**config.mk**
```make
export PLATFORM = sky130hd
export DESIGN_NAME = mac_result_tx
export DESIGN_NICKNAME = d
export VERILOG_FILES = /design/src/rtl/mac_uart_pkg.sv /design/src/rtl/uart_tx_byte.sv /design/src/rtl/mac_result_tx.sv
export SDC_FILE = /design/constraint.sdc
export NUM_CORES = 1
export LEC_CHECK = 0
export ABC_AREA = 0
export CAP_MARGIN = 20
export CORE_AREA = 2 2 117 119
export CTS_CLUSTER_SIZE = 14
export DETAILED_ROUTE_END_ITERATION = 6
export DIE_AREA = 0 0 119 121
export HOLD_SLACK_MARGIN = 0.06
export PLACE_DENSITY_LB_ADDON = 0.05
export SLEW_MARGIN = 0
export SYNTH_ARGS = -nofsm -noshare
export SYNTH_HDL_FRONTEND = slang
export SYNTH_SLANG_ARGS = --single-unit
```
**constraint.sdc**
```tcl
create_clock -name clk -period 4.6 [get_ports clk]
set_clock_uncertainty 0.05 [all_clocks]
set_input_delay 0.46 -clock clk [delete_from_list [all_inputs] [get_ports clk]]
set_output_delay 0.46 -clock clk [all_outputs]
set_load 0.02 [all_outputs]
```
**src/rtl/mac_uart_pkg.sv**
```systemverilog
// Shared types and constants for the MAC result UART transmit path.
// No timing of its own; no backpressure.
// Holds the serializer state encoding and the byte-order helper.
package mac_uart_pkg;

    typedef enum logic [1:0] {
        IDLE,
        START,
        DATA,
        STOP
    } tx_state_e;

    localparam int DATA_BITS        = 8;
    localparam int BYTES_PER_WORD   = 2;
    localparam int DEF_CLKS_PER_BIT = 868;

    // idx 0 is the first byte on the wire; msb_first picks which half that is.
    function automatic logic [7:0] word_byte(input logic [15:0] w,
                                             input logic        idx,
                                             input logic        msb_first);
        return (idx ^ msb_first) ? w[15:8] : w[7:0];
    endfunction

endpackage

```
**src/rtl/uart_tx_byte.sv**
```systemverilog
// 8N1 byte serializer: start bit, 8 data bits LSB first, stop bit.
// Latency: start sampled at an edge drives tx low from that edge; 10*CLKS_PER_BIT cycles per byte.
// Backpressure: start is only honoured in IDLE or on the done cycle (back-to-back chaining).
module uart_tx_byte
    import mac_uart_pkg::*;
#(
    parameter int CLKS_PER_BIT = DEF_CLKS_PER_BIT
) (
    input  logic       clk,
    input  logic       rst,
    input  logic       start,
    input  logic [7:0] byte_in,
    output logic       tx,
    output logic       done
);

    localparam int                 CNT_W   = (CLKS_PER_BIT > 1) ? $clog2(CLKS_PER_BIT) : 1;
    localparam logic [CNT_W-1:0]   CNT_MAX = CNT_W'(CLKS_PER_BIT - 1);
    localparam int                 BIT_W   = $clog2(DATA_BITS);
    localparam logic [BIT_W-1:0]   BIT_MAX = BIT_W'(DATA_BITS - 1);

    tx_state_e            state_q, state_d;
    logic [CNT_W-1:0]     cnt_q, cnt_d;
    logic [BIT_W-1:0]     bit_q, bit_d;
    logic [DATA_BITS-1:0] shf_q, shf_d;
    logic                 tx_q, tx_d;
    logic                 wrap;

    assign wrap = (cnt_q == CNT_MAX);
    assign done = (state_q == STOP) && wrap;
    assign tx   = tx_q;

    always_comb begin
        state_d = state_q;
        bit_d   = bit_q;
        shf_d   = shf_q;
        tx_d    = tx_q;
        if (state_q == IDLE || wrap) begin
            cnt_d = '0;
        end else begin
            cnt_d = cnt_q + 1'b1;
        end

        unique case (state_q)
            IDLE: begin
                tx_d = 1'b1;
                if (start) begin
                    state_d = START;
                    shf_d   = byte_in;
                    tx_d    = 1'b0;
                end
            end
            START: begin
                if (wrap) begin
                    state_d = DATA;
                    bit_d   = '0;
                    tx_d    = shf_q[0];
                end
            end
            DATA: begin
                if (wrap) begin
                    if (bit_q == BIT_MAX) begin
                        state_d = STOP;
                        tx_d    = 1'b1;
                    end else begin
                        bit_d = bit_q + 1'b1;
                        shf_d = shf_q >> 1;
                        tx_d  = shf_q[1];
                    end
                end
            end
            STOP: begin
                // A start on the last stop cycle chains the next byte with no idle gap.
                if (wrap) begin
                    if (start) begin
                        state_d = START;
                        shf_d   = byte_in;
                        tx_d    = 1'b0;
                    end else begin
                        state_d = IDLE;
                        tx_d    = 1'b1;
                    end
                end
            end
            default: begin
                state_d = IDLE;
                tx_d    = 1'b1;
            end
        endcase
    end

    always_ff @(posedge clk or negedge rst) begin
        if (!rst) begin
            state_q <= IDLE;
            cnt_q   <= '0;
            bit_q   <= '0;
            shf_q   <= '0;
            tx_q    <= 1'b1;
        end else begin
            state_q <= state_d;
            cnt_q   <= cnt_d;
            bit_q   <= bit_d;
            shf_q   <= shf_d;
            tx_q    <= tx_d;
        end
    end

endmodule

```
**src/rtl/mac_result_tx.sv**
```systemverilog
// Sends each captured 16-bit MAC result as two 8N1 bytes on a registered tx line.
// Latency: send high in the cycle before edge k (idle) gives tx low from edge k; 20*CLKS_PER_BIT cycles per word.
// Backpressure: none upstream; one word is buffered in pending, a further send is discarded and flagged on drop.
module mac_result_tx
    import mac_uart_pkg::*;
#(
    parameter int CLKS_PER_BIT   = DEF_CLKS_PER_BIT,
    parameter int MSB_BYTE_FIRST = 1
) (
    input  logic        clk,
    input  logic        rst,
    input  logic        send,
    input  logic [15:0] data_in,
    output logic        tx,
    output logic        busy,
    output logic        drop
);

    localparam int               IDX_W     = $clog2(BYTES_PER_WORD);
    localparam logic [IDX_W-1:0] LAST_IDX  = IDX_W'(BYTES_PER_WORD - 1);
    localparam logic             MSB_FIRST = (MSB_BYTE_FIRST != 0);

    logic             active_q, active_d;
    logic [IDX_W-1:0] byte_idx_q, byte_idx_d;
    logic [15:0]      word_q, word_d;
    logic [15:0]      pend_q, pend_d;
    logic             pend_vld_q, pend_vld_d;
    logic             drop_q, drop_d;

    logic             byte_done;
    logic             last_done;
    logic             load;
    logic [15:0]      load_word;
    logic             ser_start;
    logic [7:0]       ser_byte;

    assign last_done = byte_done && (byte_idx_q == LAST_IDX);
    assign busy      = active_q | pend_vld_q;
    assign drop      = drop_q;

    always_comb begin
        active_d   = active_q;
        byte_idx_d = byte_idx_q;
        word_d     = word_q;
        pend_d     = pend_q;
        pend_vld_d = pend_vld_q;
        drop_d     = 1'b0;
        load       = 1'b0;
        load_word  = data_in;
        ser_start  = 1'b0;
        ser_byte   = word_byte(word_q, byte_idx_q, MSB_FIRST);

        if (last_done) begin
            // End of word: pending goes out next and a coincident send refills the freed slot.
            if (pend_vld_q) begin
                load       = 1'b1;
                load_word  = pend_q;
                pend_vld_d = send;
                if (send) begin
                    pend_d = data_in;
                end
            end else if (send) begin
                load = 1'b1;
            end else begin
                active_d = 1'b0;
            end
        end else if (send) begin
            if (!active_q) begin
                load = 1'b1;
            end else if (!pend_vld_q) begin
                pend_vld_d = 1'b1;
                pend_d     = data_in;
            end else begin
                drop_d = 1'b1;
            end
        end

        if (byte_done && !last_done) begin
            byte_idx_d = byte_idx_q + 1'b1;
            ser_start  = 1'b1;
            ser_byte   = word_byte(word_q, byte_idx_d, MSB_FIRST);
        end

        if (load) begin
            active_d   = 1'b1;
            word_d     = load_word;
            byte_idx_d = '0;
            ser_start  = 1'b1;
            ser_byte   = word_byte(load_word, 1'b0, MSB_FIRST);
        end
    end

    always_ff @(posedge clk or negedge rst) begin
        if (!rst) begin
            active_q   <= 1'b0;
            byte_idx_q <= '0;
            word_q     <= '0;
            pend_q     <= '0;
            pend_vld_q <= 1'b0;
            drop_q     <= 1'b0;
        end else begin
            active_q   <= active_d;
            byte_idx_q <= byte_idx_d;
            word_q     <= word_d;
            pend_q     <= pend_d;
            pend_vld_q <= pend_vld_d;
            drop_q     <= drop_d;
        end
    end

    uart_tx_byte #(
        .CLKS_PER_BIT(CLKS_PER_BIT)
    ) u_ser (
        .clk    (clk),
        .rst    (rst),
        .start  (ser_start),
        .byte_in(ser_byte),
        .tx     (tx),
        .done   (byte_done)
    );

endmodule

```
==> results of run 1 <==
-- synth_stat cells (5+ instances only) --
library cell  count
mux2i_1          24
buf_2             5
inv_1             5
a21oi_1          13
mux2_4           11
ha_1              7
mux2_2           13
o211ai_1          7
o21ai_0          11
nor2_1           23
dfrtp_1          59
nand2_1          15
a22o_1            6
nand3_1          17
-- through the flow --
step,power [µW],utilization,cells,cell area (µm²)
2_1_floorplan,588,-,279,3200
3_3_place_gp,623,0.269,464,3520
3_5_place_dp,623,0.270,465,3530
4_1_cts,1330,0.293,481,3830
5_1_grt,1360,0.294,482,3840
6_report,1300,0.294,482,3840
-- cells in the final DEF (no fill, tap or decap), drive strengths merged, types with 5 or more instances in the layout --
cell type / count
dfrtp: 59
nor2: 25
mux2i: 24
mux2: 24
clkdlybuf4s50: 20
nand3: 17
nand2: 15
o21ai: 14
a21oi: 13
clkbuf: 12
o211ai: 7
ha: 7
a22o: 6
buf: 6
inv: 5
-- cells by family after synthesis --
logic type      synth area share
compound gates             0.122
xor+xnor                  0.0192
fa+ha+maj                 0.0274
buf+inv                   0.0461
flops                      0.470
mux                        0.172
simple gates               0.143
-- cell type report --
class,count,share of cell area
Multi-Input combinational cell,199,0.403
Sequential cell,60,0.391
Clock buffer,12,0.0668
Timing Repair Buffer,26,0.0641
Tap cell,176,0.0573
Clock inverter,4,0.0124
Inverter,5,0.00488
-- state kept, by name, indices dropped and copies added (netlist names) --
signal         cells
active_q           1
byte_idx_q         1
drop               1
pend_q            16
pend_vld_q         1
u_ser.bit_q        3
u_ser.cnt_q       10
u_ser.shf_q        8
u_ser.state_q      2
u_ser.tx           1
word_q            16
-- where the power goes --
part | leakage (µW) | total [µW] | switching (µW) | internal (µW)
combinational | 0.000675 | 58.9 | 24.0 | 34.9
clock | 0.000149 | 691 | 245 | 447
sequential | 0.000787 | 553 | 7.68 | 545
-- final timing paths --
| check | endpoint | start | cells past startpoint |
|---|---|---|---|
| setup reg to reg | u_ser.shf_q[6]$_DFFE_PN0P_ | u_ser.state_q[0]$_DFFE_PN0P_ | 7 |
| setup / recovery | u_ser.shf_q[6]$_DFFE_PN0P_ | u_ser.state_q[0]$_DFFE_PN0P_ | 7 |
| max in group asynchronous | u_ser.shf_q[0]$_DFFE_PN0P_ | rst | 2 |
| min in group clk | u_ser.cnt_q[0]$_DFF_PN0_ | u_ser.cnt_q[0]$_DFF_PN0_ | 1 |
| hold / removal | u_ser.cnt_q[5]$_DFF_PN0_ | rst | 1 |
| hold reg to reg | u_ser.cnt_q[0]$_DFF_PN0_ | u_ser.cnt_q[0]$_DFF_PN0_ | 1 |
-- metal layers --
| metal | vias up | track usage | part of all wire |
|---|---|---|---|
| met3 | 9 | 0.0456 | 0.041 |
| li1 | 1055 | - | - |
| met1 | 1049 | 0.141 | 0.48 |
| met4 | 0 | 0.0402 | 0.016 |
| met2 | 27 | 0.178 | 0.46 |
| met5 | - | 0 | 0 |
==> impl_metrics.csv, run 1 <==
group,metric,value,unit
critical_path,cp_top_family,"compound AO/OA/AOI/OAI gates",
clock_network,ctsHoldBuffers,0,
critical_path,cp_max_fo,14,
routing,drt-initial-drc-count,118,
critical_path,endpoint_kind,"flop",
critical_path,required,4.81,ns
clock_network,clk_latency,0.34,ns
routing,drt-pass1-iter-count,4,
floorplanning,initial_core_util,0.245,
floorplanning,die_w,119,µm
worst_hold_path,hp-class,"in -> async",
critical_path,r2r_slack,1.78,ns
floorplanning,rows,42,
sta,slew_headroom,0.520,
synthesis,synth_cell_types,51,
sta,hold_ws,0.0751,ns
grt,grt_remaining_overflow,0,
sta,slew_viol_final,0,
sta,setup_viol,0,
routing,drt-total-wl,7340,µm
clock_network,tritoncts,"built",
synthesis,synth_area,0.00320,mm²
synthesis,synthCells,279,
finish,syn_to_final_growth,20.1,%
placement,portBuffers,21,
run,max-cap-violations,0,
finish,nets,327,
synthesis,synth.area.top_cells,"dfrtp_1, mux2i_1, mux2_4, mux2_2, ha_1",
routing,drt-vias-per-instance,4.44,
floorplanning,ioPinCount,22,
power_and_ir_drop,power_density,339,mW/mm²
sta,fin_crit_sh,0.613,
finish,seqCellArea,0.00150,mm²
clock_network,clkSinkCount,60,
synthesis,avgSynthCellArea,11.5,µm²
critical_path,crit_path_cell_trace,"ha_1, nand4bb_1, o41ai_4, o21a_1, buf_4, mux2_4, o211ai_1",
synthesis,synthArstFlopShare,1.00,
critical_path,arrival,3.03,ns
critical_path,critPathBufInv,1,
grt,antenna_found_initial,0,
synthesis,ys_warn_count,0,
grt,grt_start_max_net_pins,38,
sta,worstMarginPinSlew,0.718,ns
routing,routedWlPerCell,15.2,µm
outcome,status,"finished clean",
floorplanning,dieHeight,121,µm
sta,finalSetupTns,0,ns
routing,ant_nets,0,
synthesis,yosysTopAreaCellShare,0.461,
floorplanning,die-area,0.0144,mm²
placement,place.gp.congestion,0.725,
power_and_ir_drop,ir_drop,0.000197,V
critical_path,cp_slowest_cell,"o21a_1",
synthesis,synth_seq_cells,60,
floorplanning,core_area,0.0131,mm²
clock_network,cts-root-buf,"clkbuf_16",
placement,post-place-ws,1.69,ns
clock_network,clockBufferDepth,2,
routing,drc_errors,0,
synthesis,seq_area_frac_synth,0.470,
synthesis,synth_nets,305,
finish,num-fill-cells,1363,
synthesis,synth_edf_count,0,
sta,min_period,2.82,ns
grt,grtUsageTotal,0.113,
critical_path,critPathKind,"reg -> reg",
clock_network,cts_resized,0,
sta,setup_slack,1.78,ns
clock_network,clk_pin_slew_worst_paths,0.06,ns
sta,hold_viol_final,0,
clock_network,cts_inserted_buffers,9,
grt,grt_pass1_wl,12300,µm
finish,multi_input_area,0.00155,mm²
finish,diodes,0,
sta,grt_setup_unrepaired,"false",
placement,dp_hpwl,5050,µm
critical_path,cp-start-kind,"flop",
power_and_ir_drop,leakage,0.00161,µW
clock_network,cts_setup_buffers,0,
critical_path,critPathMaxStageDelay,0.52,ns
grt,grt_pass1_vias,2270,
synthesis,ys.flop_type,"dfrtp_1",
clock_network,htreeDepth,3,
routing,via_count,2140,
finish,drive_above_1_share,0.180,
synthesis,yosysTopAreaCell,"dfrtp_1",
sta,fmax,355,MHz
Note: power is estimated with default switching activity, not from simulation.
==> run 2, diff against run 1 <==
clock period = 2.9 ns   (was 4.6 ns; I/O delays follow)
==> impl_metrics.csv, run 2 (same netlist as run 1, synthesis figures left out) <==
group,metric,value,unit
worst_hold_path,hp-class,"reg -> reg",
grt,grt_start_max_net_pins,29,
finish,num-fill-cells,1366,
clock_network,cts-root-buf,"clkbuf_16",
finish,drive_above_1_share,0.193,
floorplanning,core_area,0.0131,mm²
power_and_ir_drop,power_density,526,mW/mm²
power_and_ir_drop,seq_power_share,0.429,
critical_path,cp_max_fo,22,
critical_path,arrival,2.71,ns
finish,multi_input_area,0.00155,mm²
finish,stdcell_count,487,
finish,syn_to_final_growth,21.4,%
power_and_ir_drop,power_frac_clock,0.523,
finish,final_common_cell,"dfrtp_1",
clock_network,cts_resized,0,
finish,diodes,0,
clock_network,clkSinkCount,60,
sta,finalSetupTns,0,ns
sta,slew_viol_final,0,
finish,layout.cells.most_common_list,"dfrtp_1, mux2i_1, nor2_1",
power_and_ir_drop,ir_drop,0.000208,V
routing,drt-initial-drc-count,94,
critical_path,worst-r2r-cell-count,7,
finish,seqCellArea,0.00150,mm²
sta,fin_crit_sh,0.866,
floorplanning,initial_core_util,0.245,
floorplanning,die-area,0.0144,mm²
finish,nets,333,
critical_path,cp-start-kind,"flop",
routing,drt-total-wl,7530,µm
routing,ant_nets,0,
grt,grt_pass1_vias,2260,
placement,portBuffers,21,
grt,grtUsageTotal,0.118,
placement,place.gp.congestion,0.712,
sta,min_period,2.51,ns
clock_network,htreeDepth,3,
power_and_ir_drop,combPwrFrac,0.048,
placement,dp_hpwl,5160,µm
clock_network,clockBufferDepth,2,
run,max-cap-violations,0,
critical_path,endpoint_kind,"flop",
sta,slew_headroom,0.313,
critical_path,r2r_slack,0.39,ns
floorplanning,ioPinCount,22,
grt,grt_pass1_wl,12800,µm
routing,drt-pass1-iter-count,4,
routing,drt-vias-per-instance,4.42,
sta,hold_viol_final,0,
grt,antenna_found_initial,0,
power_and_ir_drop,switchingPower,445,µW
floorplanning,rows,42,
grt,grt_remaining_overflow,0,
critical_path,required,3.10,ns
power_and_ir_drop,leakage,0.00164,µW
clock_network,clk_latency,0.34,ns
floorplanning,dieHeight,121,µm
clock_network,clk_pin_slew_worst_paths,0.05,ns
power_and_ir_drop,sw_frac_of_total,0.217,
worst_hold_path,holdPathStages,1,
sta,fmax,398,MHz
sta,setup_viol,0,
floorplanning,die_w,119,µm
routing,drc_errors,0,
clock_network,cts_inserted_buffers,9,
placement,place_inst,471,
outcome,status,"finished clean",
critical_path,critPathKind,"reg -> reg",
finish,reg.largest.list,"pend_q (16), word_q (16), u_ser.cnt_q (10)",
sta,worstMarginPinSlew,1.02,ns
routing,routedWlPerCell,15.5,µm
sta,grt_setup_unrepaired,"false",
clock_network,tritoncts,"built",
routing,via_count,2153,
power_and_ir_drop,intPower,1600,µW
==> run 2: routing by layer <==
| layer | GRT usage | share of wire | vias to the layer above |
|---|---|---|---|
| met1 | 0.152 | 0.48 | 1048 |
| met4 | 0.0714 | 0.028 | 0 |
| met3 | 0.0235 | 0.029 | 13 |
| met2 | 0.183 | 0.47 | 30 |
| met5 | 0 | 0 | - |
| li1 | - | - | 1062 |
==> run 2: what timing repair did <==
item,in CTS,in global routing
setup buffers,0,0
endpoints found under the setup margin,0,0
hold endpoints to repair,25,0
hold buffers,1,0
==> run 2: worst max-delay path, stage by stage, from the launching register on <==
cell and delay [ns]:
dfrtp_1 0.41, ha_1 0.33, nand4bb_1 0.25, o41ai_4 0.40, o21a_1 0.18, buf_4 0.26, mux2_2 0.38, o211ai_1 0.16
==> run 2: final timing paths <==
path                                                   start                          to
worst max-delay path            u_ser.state_q[0]$_DFFE_PN0P_  u_ser.shf_q[4]$_DFFE_PN0P_
worst min-delay path                u_ser.cnt_q[0]$_DFF_PN0_    u_ser.cnt_q[0]$_DFF_PN0_
worst max register to register  u_ser.state_q[0]$_DFFE_PN0P_  u_ser.shf_q[4]$_DFFE_PN0P_
worst min register to register      u_ser.cnt_q[0]$_DFF_PN0_    u_ser.cnt_q[0]$_DFF_PN0_
max in group asynchronous                                rst       word_q[4]$_DFFE_PN0N_
min in group asynchronous                                rst    u_ser.cnt_q[5]$_DFF_PN0_
==> run 2: stage by stage <==
| stage | cell area [µm²] | setup WS [ns] | util | hold slack [ns] | power [µW] |
|---|---|---|---|---|---|
| 3_3_place_gp | 3580 | 0.448 | 0.274 | 0.360 | 992 |
| 5_1_grt | 3890 | 0.194 | 0.297 | 0.445 | 2140 |
| 6_report | 3890 | 0.388 | 0.297 | 0.412 | 2050 |
| 4_1_cts | 3890 | 0.384 | 0.297 | 0.418 | 2090 |
| 2_1_floorplan | 3200 | 0.718 | - | -0.0556 | 932 |
| 3_5_place_dp | 3580 | 0.388 | 0.274 | 0.351 | 991 |
==> run 2: power groups by stage <==
stage / sequential (µW) / combinational [µW] / clock (µW)
after floorplan: 890 / 42.4 / 0
after global placement: 892 / 100 / 0
after detailed placement: 892 / 99.3 / 0
after CTS: 878 / 101 / 1110
after global routing: 881 / 109 / 1150
final: 878 / 97.4 / 1070
==> run 2: cell type report <==
type | instances | share of cell area
multi-input combinational | 199 | 0.399
clock buffer | 10 | 0.0615
inverter | 5 | 0.00483
sequential | 60 | 0.387
clock inverter | 5 | 0.0135
timing repair buffer | 32 | 0.0779
tap | 176 | 0.0567
==> run 3, diff against run 2 <==
CORE_AREA = 3 3 118 120   (was 2 2 117 119)
DIE_AREA = 0 0 121 123   (was 0 0 119 121)
RECOVER_POWER = 25   (was unset)
==> impl_metrics.csv, run 3 (same netlist as run 1, synthesis figures left out) <==
group,metric,value,unit
critical_path,critPathKind,"reg -> reg",
grt,grt_pass1_vias,2265,
grt,grt_pass1_wl,12300,µm
sta,hold_viol_final,0,
clock_network,clk_latency,0.33,ns
critical_path,cp_slowest_cell,"dfrtp_1",
routing,drt-initial-drc-count,54,
finish,reg.largest.list,"pend_q (16), word_q (16), u_ser.cnt_q (10)",
power_and_ir_drop,leakage,0.00163,µW
clock_network,clk_pin_slew_worst_paths,0.05,ns
run,max-cap-violations,1,
finish,num-fill-cells,1357,
placement,dp_hpwl,4950,µm
routing,routedWlPerCell,14.9,µm
grt,grt_remaining_overflow,0,
clock_network,htreeDepth,3,
clock_network,clockBufferDepth,2,
critical_path,required,3.10,ns
routing,drt-total-wl,7240,µm
critical_path,cp_max_fo,25,
grt,grtUsageTotal,0.110,
routing,drt-vias-per-instance,4.41,
power_and_ir_drop,ir_drop,0.000197,V
critical_path,critPathMaxStageDelay,0.42,ns
clock_network,cts_inserted_buffers,9,
sta,slew_headroom,-0.0436,
floorplanning,initial_core_util,0.245,
outcome,violations,"capacitance limit, slew limit",
clock_network,tritoncts,"built",
clock_network,cts_resized,0,
clock_network,clkSinkCount,60,
sta,setup_viol,0,
finish,final_common_cell,"dfrtp_1",
grt,grt_start_max_net_pins,61,
floorplanning,die_w,121,µm
floorplanning,dieHeight,123,µm
placement,place.gp.congestion,0.689,
floorplanning,ioPinCount,22,
finish,layout.cells.most_common_list,"dfrtp_1, mux2i_1, nor2_1",
finish,diodes,0,
sta,finalSetupTns,0,ns
sta,fin_crit_sh,0.858,
finish,syn_to_final_growth,21.1,%
finish,fin_util,0.296,
critical_path,critPathBufInv,1,
finish,nets,330,
routing,drc_errors,0,
critical_path,cp_top_family,"compound AO/OA/AOI/OAI gates",
routing,drt-pass1-iter-count,5,
routing,ant_nets,0,
critical_path,r2r_slack,0.41,ns
floorplanning,die-area,0.0149,mm²
finish,drive_above_1_share,0.181,
critical_path,cp-start-kind,"flop",
worst_hold_path,hp-class,"reg -> reg",
power_and_ir_drop,power_density,519,mW/mm²
sta,worstMarginPinSlew,1.57,ns
placement,portBuffers,21,
sta,slew_viol_final,61,
clock_network,cts-root-buf,"clkbuf_16",
floorplanning,core_area,0.0131,mm²
sta,fmax,402,MHz
critical_path,endpoint_kind,"flop",
critical_path,crit_path_cell_trace,"ha_1, nand4bb_1, o41ai_4, o21a_1, buf_12, mux2_2, o211ai_1",
sta,grt_setup_unrepaired,"false",
routing,via_count,2140,
sta,min_period,2.49,ns
critical_path,arrival,2.68,ns
outcome,status,"finished, violations left",
floorplanning,rows,42,
grt,antenna_found_initial,0,
[run 3: stage by stage]
stage	cell area, µm²	worst slack, ns	instances	hold WS (ns)	total power (µW)
2_1_floorplan	3200	0.718	279	-0.0556	932
3_3_place_gp	3590	0.440	468	0.293	993
3_5_place_dp	3590	0.423	468	0.288	993
4_1_cts	3890	0.417	485	0.432	2070
5_1_grt	3870	0.236	485	0.451	2110
6_report	3870	0.413	485	0.422	2010
[run 3: cell type report]
| cell class | instances | area (µm²) | share of cell area |
|---|---|---|---|
| Clock buffer | 15 | 288 | 0.0743 |
| Clock inverter | 1 | 5.00 | 0.00129 |
| Multi-Input combinational cell | 199 | 1550 | 0.400 |
| Inverter | 5 | 18.8 | 0.00484 |
| Sequential cell | 60 | 1500 | 0.388 |
| Tap cell | 176 | 220 | 0.0568 |
| Timing Repair Buffer | 29 | 290 | 0.0749 |
[run 3: repair_timing]
item                                   4_1_cts  5_1_grt
endpoints found under the hold margin       59        0
setup buffers                                0        0
hold buffers                                 1        0
[run 3: layer usage]
layer	track usage	vias to the layer above	routed length, µm
met4	0.0616	0	179
met2	0.177	23	3480
met5	0	-	0
met3	0.0247	11	184
li1	-	1065	-
met1	0.137	1041	3390
[run 3: power by group]
part           internal [µW]  switching [µW]
Sequential               865            13.4
Clock                    671             369
Combinational           56.6            38.0
[run 3: worst paths after layout]
kind	depth (start not counted)	start	to
worst max-delay path	7	u_ser.state_q[0]$_DFFE_PN0P_	u_ser.shf_q[1]$_DFFE_PN0P_
worst min-delay path	1	u_ser.cnt_q[0]$_DFF_PN0_	u_ser.cnt_q[0]$_DFF_PN0_
worst max register to register	7	u_ser.state_q[0]$_DFFE_PN0P_	u_ser.shf_q[1]$_DFFE_PN0P_
worst min register to register	1	u_ser.cnt_q[0]$_DFF_PN0_	u_ser.cnt_q[0]$_DFF_PN0_
max in group asynchronous	3	rst	pend_q[7]$_DFFE_PN0P_
min in group asynchronous	3	rst	pend_vld_q$_DFFE_PN0P_
